$ cat src/rtl/led_pattern_seq_pkg.sv
// Shared definitions for the LED pattern sequencer: mode and direction
// encodings plus the per-mode reload pattern.
package led_seq_pkg;

  localparam int MAX_WIDTH = 16;

  typedef enum logic [1:0] {
    MODE_SHIFT  = 2'b00,
    MODE_BOUNCE = 2'b01,
    MODE_COUNT  = 2'b10,
    MODE_BLINK  = 2'b11
  } mode_e;

  typedef enum logic {
    DIR_LEFT  = 1'b0,
    DIR_RIGHT = 1'b1
  } dir_e;

  // Reload pattern at full width; callers keep the low WIDTH bits.
  function automatic logic [MAX_WIDTH-1:0] reload_value(input mode_e mode);
    logic [MAX_WIDTH-1:0] val;
    case (mode)
      MODE_SHIFT, MODE_BOUNCE: val = {{(MAX_WIDTH-1){1'b0}}, 1'b1};
      default:                 val = '0;
    endcase
    return val;
  endfunction

endpackage

$ cat src/rtl/led_pattern_seq_if.sv
// Control and display signals between a pattern source/consumer and the
// LED sequencer.
interface led_pattern_seq_if #(parameter int WIDTH = 16);
  logic             step_in;
  logic [1:0]       mode_in;
  logic             run_in;
  logic [WIDTH-1:0] led_out;
  logic             wrap_out;

  modport master (output step_in, mode_in, run_in, input  led_out, wrap_out);
  modport slave  (input  step_in, mode_in, run_in, output led_out, wrap_out);
endinterface

$ cat src/rtl/rise_edge_det.sv
// Rising-edge detector for an already-synchronous level; the reset value
// lets a signal held high through reset produce no spurious edge.
module rise_edge_det #(
  parameter logic RESET_VAL = 1'b1
) (
  input  logic clk_in,
  input  logic rst_in,
  input  logic sig_in,
  output logic tick_out
);

  logic sig_d, sig_q;

  always_comb sig_d = sig_in;

  // NOTE: sequential state uses non-blocking assignments so every flop
  // samples pre-edge values regardless of block ordering.
  always_ff @(posedge clk_in) begin
    if (rst_in) sig_q <= RESET_VAL;
    else        sig_q <= sig_d;
  end

  assign tick_out = sig_in & ~sig_q;

endmodule

$ cat src/rtl/led_pattern_seq.sv
// Multi-LED pattern sequencer advancing once per rising edge of a slow step
// wave: rotate, bounce, binary count or blink, with a wrap pulse per period.
module led_pattern_seq
  import led_seq_pkg::*;
#(
  parameter int WIDTH = 16
) (
  input  logic         clk_in,
  input  logic         rst_in,
  led_pattern_seq_if.slave bus
);

  logic             tick;
  logic             reload;
  logic             advance;
  logic [MAX_WIDTH-1:0] reload_full;

  mode_e            mode_d, mode_q;
  dir_e             dir_d,  dir_q;
  logic [WIDTH-1:0] led_d,  led_q;
  logic             wrap_d, wrap_q;

  rise_edge_det #(.RESET_VAL(1'b1)) u_step_edge (
    .clk_in   (clk_in),
    .rst_in   (rst_in),
    .sig_in   (bus.step_in),
    .tick_out (tick)
  );

  assign reload      = (bus.mode_in != mode_q);
  assign advance     = tick & bus.run_in;
  assign reload_full = reload_value(mode_e'(bus.mode_in));

  // NOTE: every output of this block gets a default first so no path can
  // leave one unassigned and infer a latch.
  always_comb begin
    mode_d = mode_e'(bus.mode_in);
    dir_d  = dir_q;
    led_d  = led_q;
    wrap_d = 1'b0;

    if (reload) begin
      // A tick landing on a mode change is dropped: no step, no wrap.
      led_d = reload_full[WIDTH-1:0];
      dir_d = DIR_LEFT;
    end else if (advance) begin
      case (mode_q)
        MODE_SHIFT: begin
          led_d  = {led_q[WIDTH-2:0], led_q[WIDTH-1]};
          wrap_d = led_q[WIDTH-1];
        end
        MODE_BOUNCE: begin
          if (dir_q == DIR_LEFT) begin
            led_d = led_q << 1;
            if (led_q[WIDTH-2]) dir_d = DIR_RIGHT;
          end else begin
            led_d = led_q >> 1;
            if (led_q[1]) begin
              dir_d  = DIR_LEFT;
              wrap_d = 1'b1;
            end
          end
        end
        MODE_COUNT: begin
          led_d  = led_q + WIDTH'(1);
          wrap_d = &led_q;
        end
        default: begin
          led_d  = (led_q == '0) ? {WIDTH{1'b1}} : {WIDTH{1'b0}};
          wrap_d = (led_q != '0);
        end
      endcase
    end
  end

  always_ff @(posedge clk_in) begin
    if (rst_in) begin
      mode_q <= MODE_SHIFT;
      dir_q  <= DIR_LEFT;
      led_q  <= {{(WIDTH-1){1'b0}}, 1'b1};
      wrap_q <= 1'b0;
    end else begin
      mode_q <= mode_d;
      dir_q  <= dir_d;
      led_q  <= led_d;
      wrap_q <= wrap_d;
    end
  end

  assign bus.led_out  = led_q;
  assign bus.wrap_out = wrap_q;

endmodule
$ cat src/flat_wrapper.sv
// flat-port wrapper written by rule: the top's interface ports become plain ports
module led_pattern_seq_flat import led_seq_pkg::*;
#(
  parameter int WIDTH = 16
)
  (clk_in, rst_in, bus_step_in, bus_mode_in, bus_run_in, bus_led_out, bus_wrap_out);
  led_pattern_seq_if #(.WIDTH(WIDTH)) bus_i ();
  input  logic clk_in;
  input  logic rst_in;
  input wire logic [$bits(bus_i.step_in)-1:0] bus_step_in;
  input wire logic [$bits(bus_i.mode_in)-1:0] bus_mode_in;
  input wire logic [$bits(bus_i.run_in)-1:0] bus_run_in;
  output wire logic [$bits(bus_i.led_out)-1:0] bus_led_out;
  output wire logic [$bits(bus_i.wrap_out)-1:0] bus_wrap_out;
  assign bus_i.step_in = bus_step_in;
  assign bus_i.mode_in = bus_mode_in;
  assign bus_i.run_in = bus_run_in;
  assign bus_led_out = bus_i.led_out;
  assign bus_wrap_out = bus_i.wrap_out;
  led_pattern_seq #(.WIDTH(WIDTH)) u_core (.clk_in(clk_in), .rst_in(rst_in), .bus(bus_i));
endmodule
$ cat config.mk
export PLATFORM = sky130hd
export DESIGN_NAME = led_pattern_seq_flat
export DESIGN_NICKNAME = d
export VERILOG_FILES = /design/src/rtl/led_pattern_seq_pkg.sv /design/src/rtl/led_pattern_seq_if.sv /design/src/rtl/rise_edge_det.sv /design/src/rtl/led_pattern_seq.sv /design/src/flat_wrapper.sv
export SDC_FILE = /design/constraint.sdc
export NUM_CORES = 1
export LEC_CHECK = 0
export ABC_AREA = 1
export CAP_MARGIN = 20
export CORE_UTILIZATION = 50
export DETAILED_ROUTE_END_ITERATION = 12
export GPL_TIMING_DRIVEN = 0
export PLACE_DENSITY = 0.88
export SKIP_CTS_REPAIR_TIMING = 1
export SYNTH_ARGS = -nofsm -noshare
export SYNTH_HDL_FRONTEND = slang
export SYNTH_HIERARCHICAL = 1
export SYNTH_SLANG_ARGS = --single-unit
$ cat constraint.sdc
create_clock -name clk_in -period 1.25 [get_ports clk_in]
set_input_delay 0.25 -clock clk_in [delete_from_list [all_inputs] [get_ports clk_in]]
set_output_delay 0.25 -clock clk_in [all_outputs]
set_load 0.01 [all_outputs]
==> results_dict.tcl, run 1 <==
set metrics [dict create \
    setup_viol 19 \
    cts_buffers 3 \
    overflow 0 \
    std_cell_rows 20 \
    grt_pass1_wl_mm 7.79 \
    antennaDiodeCount 0 \
    pin_count 23 \
    place_ws_ns -0.698 \
    finalCritPeriodShare_pct 123 \
    cap_violations 0 \
    layout_setup_ws_ns -0.293 \
    tns_ns -4.66 \
    synth.distinct_cells 26 \
    clock_sinks 21 \
    synth_cells 296 \
    power_density_nw_per_um2 532 \
    violations "setup timing" \
    wl_per_cell_um 14.1 \
    synth-async-reset-ratio_pct 0 \
    crit_path_start_kind "flip-flop" \
    numPortBuffers 22 \
    status "finished with violations" \
    area_delta_synth_final_pct 36.1 \
    syn-num-nets 304 \
    yosys_warnings 6 \
    dpl.cell_count 362 \
    layout-drive-gt1-share_pct 24.5 \
    layout.cells.non_filler 379 \
    ant_nets 0 \
    htreeDepth 1 \
    hp-class "primary input to flip-flop" \
    worst_slew_pin_slew_ns 0.606 \
    grt_pass1_vias 1770 \
    synth_area_per_cell_um2 5.75 \
    fmax_mhz 648 \
    dieArea_um2 3640 \
    p_leak_nw 1.22 \
    relSlewSlack_pct 59.5 \
    final_area_um2 2320 \
    avgViaCountPerCell 5.68 \
    synth_ff_type "dfxtp_1" \
    period_needed_ns 1.54 \
    hold_viol_final 0 \
    drt_iter0_drc 217 \
    crit_required_ns 1.49 \
    critPathKind "flip-flop to flip-flop" \
    grtUsageTotal_pct 28.5 \
    slew_violations 0 \
    crit_arrival_ns 1.78 \
    synth_edf_count 0 \
    dpl_cell_area_um2 2020 \
    die_y_um 60.4 \
    cts_tree "built" \
    drc 0 \
    crit_fanout 6 \
    globalplace.congestion 0.970 \
    die_w_um 60.4 \
    grt_start_max_net_pins 12 \
    syn_area_um2 1700 \
    vias 2154 \
    rsz0062_at_grt "yes" \
    dp_hpwl_mm 3.49 \
    dr.pass1.iters 7 \
    ys_seq_area_share_pct 24.7 \
    crit_path_end_kind "flip-flop" \
    totalWireLength_mm 5.33 \
    clockBufferDepth 2 \
    cts_root_buf "clkbuf_4" \
    final_nets 344 \
    final_util_pct 73.5 \
    antenna_found_initial 0 \
    ir_worst_vdd_mv 0.413 \
    coreArea_um2 3150 \
    ys_seq_elements 21 \
    clk_latency_ns 0.30 \
    clkTransAtPathRegs_ns 0.12 \
    skew_ns 0.00430 \
    floorplan.initialDensity_pct 54.0 \
]
-- metrics by stage --
step                      power, mW  hold slack [ns]
after floorplan               0.834            0.342
after global placement        0.899            0.498
after detailed placement      0.904            0.505
after CTS                      1.25            0.504
after global routing           1.30            0.452
final                          1.23            0.471
-- critical path: stages (launching register included) --
cell and delay (ns):
dfxtp_2 0.34, buf_6 0.13, inv_4 0.06, nand4_1 0.10
nor2_1 0.14, nand2_1 0.11, a21oi_4 0.24, buf_4 0.20
nand2_1 0.06, a21oi_1 0.11
-- per-layer routing --
layer / part of all wire (%) / wire, um / GRT usage (%) / vias up
li1: - / - / - / 1053
met2: 46 / 2450 / 44.7 / 129
met3: 10 / 535 / 3.62 / 10
met4: 1.8 / 98 / 9.97 / 0
met1: 42 / 2240 / 40.1 / 962
met5: 0 / 0 / 0 / -
-- placed cells by master (no fill, tap or decap), drive strengths merged, types with 6 or more instances in the layout --
cell type,instances
nand2,88
clkbuf,7
clkdlybuf4s50,6
o21ai,33
dfxtp,21
dlymetal6s2s,17
nand3,29
inv,37
nand4,6
nor2,26
a21oi,33
buf,21
-- cell type report --
cell class                      instances  area, um2
Multi-Input combinational cell        226       1170
Inverter                               37        146
Timing Repair Buffer                   36        374
Clock buffer                            4       26.3
Sequential cell                        21        469
Buffer                                 11       78.8
Fill cell                             286        835
Tap cell                               44       55.1
-- report_power, final --
group / internal [mW] / total [mW] / switching [mW] / leakage [nW]
clock: 0.124 / 0.336 / 0.212 / 0.0150
combinational: 0.0846 / 0.225 / 0.140 / 1.02
sequential: 0.657 / 0.672 / 0.0152 / 0.181
total: 0.866 / 1.23 / 0.367 / 1.22
-- final timing paths --
path	start	to	slack [ns]	cells past startpoint
max	u_core/bus.led_out[7]$_SDFFE_PP0P_	u_core/bus.led_out[13]$_SDFFE_PP0P_	-0.29	9
max reg2reg	u_core/bus.led_out[7]$_SDFFE_PP0P_	u_core/bus.led_out[13]$_SDFFE_PP0P_	-0.29	9
min	rst_in	u_core/u_step_edge/sig_q$_SDFF_PP1_	0.47	3
min reg2reg	u_core/bus.led_out[15]$_SDFFE_PP0P_	u_core/bus.led_out[15]$_SDFFE_PP0P_	0.51	2
-- Yosys cell counts, types with 2 or more instances --
master    number  area, um2
nand2_1       88        330
buf_4          3       22.5
inv_1         33        124
nor2_2         2       12.5
clkbuf_1       4       15.0
a21oi_1       32        160
ha_1           2       25.0
o21ai_0       33        165
dfxtp_1       21        420
buf_2          3       15.0
nand3_1       29        145
nor2_1        23       86.3
buf_6          2       22.5
inv_2          3       11.3
nand4_1        6       37.5
a22oi_1        2       15.0
-- flip-flops by register name, summed over array words and instances, names as in the netlist --
signal	flops
u_core/bus.wrap_out	1
u_core/bus.led_out	16
u_core/mode_q	2
u_core/dir_q	1
u_core/u_step_edge/sig_q	1
-- kinds of logic (layout without fill, tap and decap cells) --
logic type | after synthesis | in the layout | share of synthesized area, %
adder cells (fa/ha/maj) | 2 | 2 | 1.47
AO/OA/AOI/OAI | 72 | 72 | 22.8
AND/OR/NAND/NOR | 150 | 150 | 37.0
buffers and inverters | 49 | 88 | 12.6
flip-flops | 21 | 21 | 24.7
XOR/XNOR | 2 | 2 | 1.47
Note: power is estimated with default switching activity, not from simulation.
==> inputs of run 2 (changes only) <==
Settings changed: CTS_CLUSTER_SIZE set to 24.
==> results of run 2 <==
Final layout, timing and power as in run 1 (identical DEF).
==> inputs of run 3 (changes only) <==
Settings changed: HOLD_SLACK_MARGIN set to 0.06.
==> results of run 3 <==
Final layout, timing and power as in run 1 (identical DEF).
==> RTL change, RTL diff (settings of run 3) <==
Make the reset (`rst_in`) asynchronous in 2 clocked blocks. Comments in the files are not updated.
--- a/src/rtl/rise_edge_det.sv
+++ b/src/rtl/rise_edge_det.sv
@@ -16,5 +16,5 @@
   // NOTE: sequential state uses non-blocking assignments so every flop
   // samples pre-edge values regardless of block ordering.
-  always_ff @(posedge clk_in) begin
+  always_ff @(posedge clk_in or posedge rst_in) begin
     if (rst_in) sig_q <= RESET_VAL;
     else        sig_q <= sig_d;
--- a/src/rtl/led_pattern_seq.sv
+++ b/src/rtl/led_pattern_seq.sv
@@ -74,5 +74,5 @@
   end
 
-  always_ff @(posedge clk_in) begin
+  always_ff @(posedge clk_in or posedge rst_in) begin
     if (rst_in) begin
       mode_q <= MODE_SHIFT;
Formal check against the unedited RTL: differs if rst_in is asserted again (counterexample within 4 cycles, from zero or initial values and one cycle with rst_in high); with rst_in held inactive, the same outputs for 10 cycles.
==> RTL change against run 3 <==
- the run still ends with negative setup slack left
- clock power increased by 6.3%
- total power increased by 15%
- sequential share of layout area increased by 2.1 points
- non-clock buffer count increased by 4
- routed wire length increased by 9.8%
- design area increased by 4.6%
- via count increased by 2.2%
- setup slack got worse by 0.094 ns
- sequential cell count unchanged
- fmax decreased by 5.7%
- area after synthesis increased by 7.9%
- count of clock-buffer cells in the layout decreased by 1
==> RTL change: results (changes against run 3) <==
[setup_path]
rr_worst_depth=7  ; -2
cp_max_fo=5  ; -1
r2r-start=u_core/bus.led_out[0]
critPathKind=reg -> reg
cp_slowest_cell=dfstp_2
timing.rr.end=u_core/bus.led_out[15]
critPathArrivalTime_ns=1.87  ; +0.09 ns
cp_top_family=simple AND/OR/NAND/NOR gates
critical-path-max-stage-delay_ns=0.65  ; +0.31 ns

[power]
ir_drop_mv=0.527  ; +28%
power_switching_uw=466  ; +27%
total_power_uw=1420  ; +15%
leakagePower_uw=0.00126  ; +3.8%
powerComb_uw=336  ; +49%
p_clk_uw=357  ; +6.3%

[yosys]
synth_mux_area_frac=0  ; unchanged
syn_nets=303  ; -0.33%
synth_ff_type=dfrtp_1
synthAdderAreaFrac=0.0136  ; -0.00107
async_flop_share=1.00  ; +1.00
synth_warnings=6  ; unchanged
synth.area.top_cells=dfrtp_1, nand2_1, o21ai_0
ys_types=32  ; +23%
seq_area_frac_synth=0.287  ; +0.0406
synth_top_cells_by_count=nand2_1, o21ai_0, inv_1, nand3_1
synth_compound_area_frac=0.174  ; -0.0534
synth_xor_area_frac=0.0136  ; -0.00107

[sta]
finClkSkew_ns=0.00660  ; +0.00230 ns
setup_ws_ns=-0.387  ; -0.0937 ns
worstMarginPinSlew_ns=0.822  ; +0.216 ns
setup_violations=20  ; +1

[clock_tree]
cts_root_buffer=clkbuf_4
clockBufferDepth=2  ; unchanged
cts_inserted_buffers=3  ; unchanged
worstSkewPairLatency_ns=0.32  ; +0.02 ns
cts.clk_slew.worst_paths_ns=0.13
htreeDepth=1  ; unchanged

[grt]
grt_pass1_wl_um=9350  ; +20%
grt_start_max_net_pins=21  ; +9
grt_util_all_layers=0.301  ; +0.0161
antenna_found_initial=0  ; unchanged
first_global_vias=1931  ; +9.1%

[place]
port_buffers=22  ; unchanged
place_area_sq_mm=0.00214  ; +5.6%
gp_congestion=0.955  ; -1.5%
hpwl_um=3910  ; +12%
place_ws_ns=-0.522  ; +0.176 ns

[routing]
wl_per_cell_um=15.3  ; +8.7%
num_vias=2202  ; +2.2%
drt-pass1-iter-count=5  ; -2
dr.first_iter.drc_count=244  ; +12%

[finish]
layout-drive-gt1-share=0.303  ; +0.0579
antenna_cells=0  ; unchanged
largest_reg_flops=16  ; unchanged
nNetsFinal=346  ; +0.58%

[run_status]
violations=negative setup slack
status=finished, violations left

[hold_path]
hold_path.class=in -> async

RTL change: changes by cell type in the layout (fill, tap and decap cells not counted), moves of 9 or more:
cell and delta:
a21oi_1 -11, dfrtp_2 +11, dfxtp_4 -11, dlymetal6s2s_1 -9, nand2_2 +9, nand3_1 -9
RTL change: per-layer routing:
metal  vias up  track usage  wire length (um)
li1       1052            -                 -
met1       963        0.408              2340
met2       166        0.490              2740
met3        21       0.0274               600
met4         0        0.125               170
met5         -            0                 0
RTL change: worst min path at each step:
stage,slack [ns],start,depth (start not counted),endpoint
after global routing,0.24,rst_in,2,u_core/u_step_edge/sig_q
after global placement,0.57,u_core/bus.led_out[12],2,u_core/bus.led_out[12]
after floorplan,0.14,rst_in,1,u_core/u_step_edge/sig_q
after detailed placement,0.58,rst_in,2,u_core/u_step_edge/sig_q
final,0.23,rst_in,2,u_core/u_step_edge/sig_q
after CTS,0.22,rst_in,2,u_core/u_step_edge/sig_q
RTL change: worst reg2reg max path: stages, from the launching register on:
cell     delay [ns]
dfstp_2        0.65
nand3_1        0.20
nor2_1         0.28
nand3_1        0.12
nand3_1        0.13
nand2_1        0.07
nand2_1        0.07
nand2_1        0.04
RTL change: final cells by class:
class                      count  area, sq um
sequential                    21          542
fill                         281          990
inverter                      35          139
multi-input combinational    226         1200
tap                           46         57.6
buffer                        13          109
clock inverter                 1         5.00
timing repair buffer          38          352
clock buffer                   3         22.5
RTL change: metrics by stage:
stage / TNS (ns) / instances / hold slack, ns / util
floorplan: -2.41 / 295 / 0.140 / -
global placement: -7.85 / 363 / 0.567 / 0.626
detailed placement: -9.85 / 363 / 0.585 / 0.626
CTS: -11.12 / 367 / 0.222 / 0.634
global route: -7.56 / 383 / 0.238 / 0.710
finish: -5.77 / 383 / 0.227 / 0.710
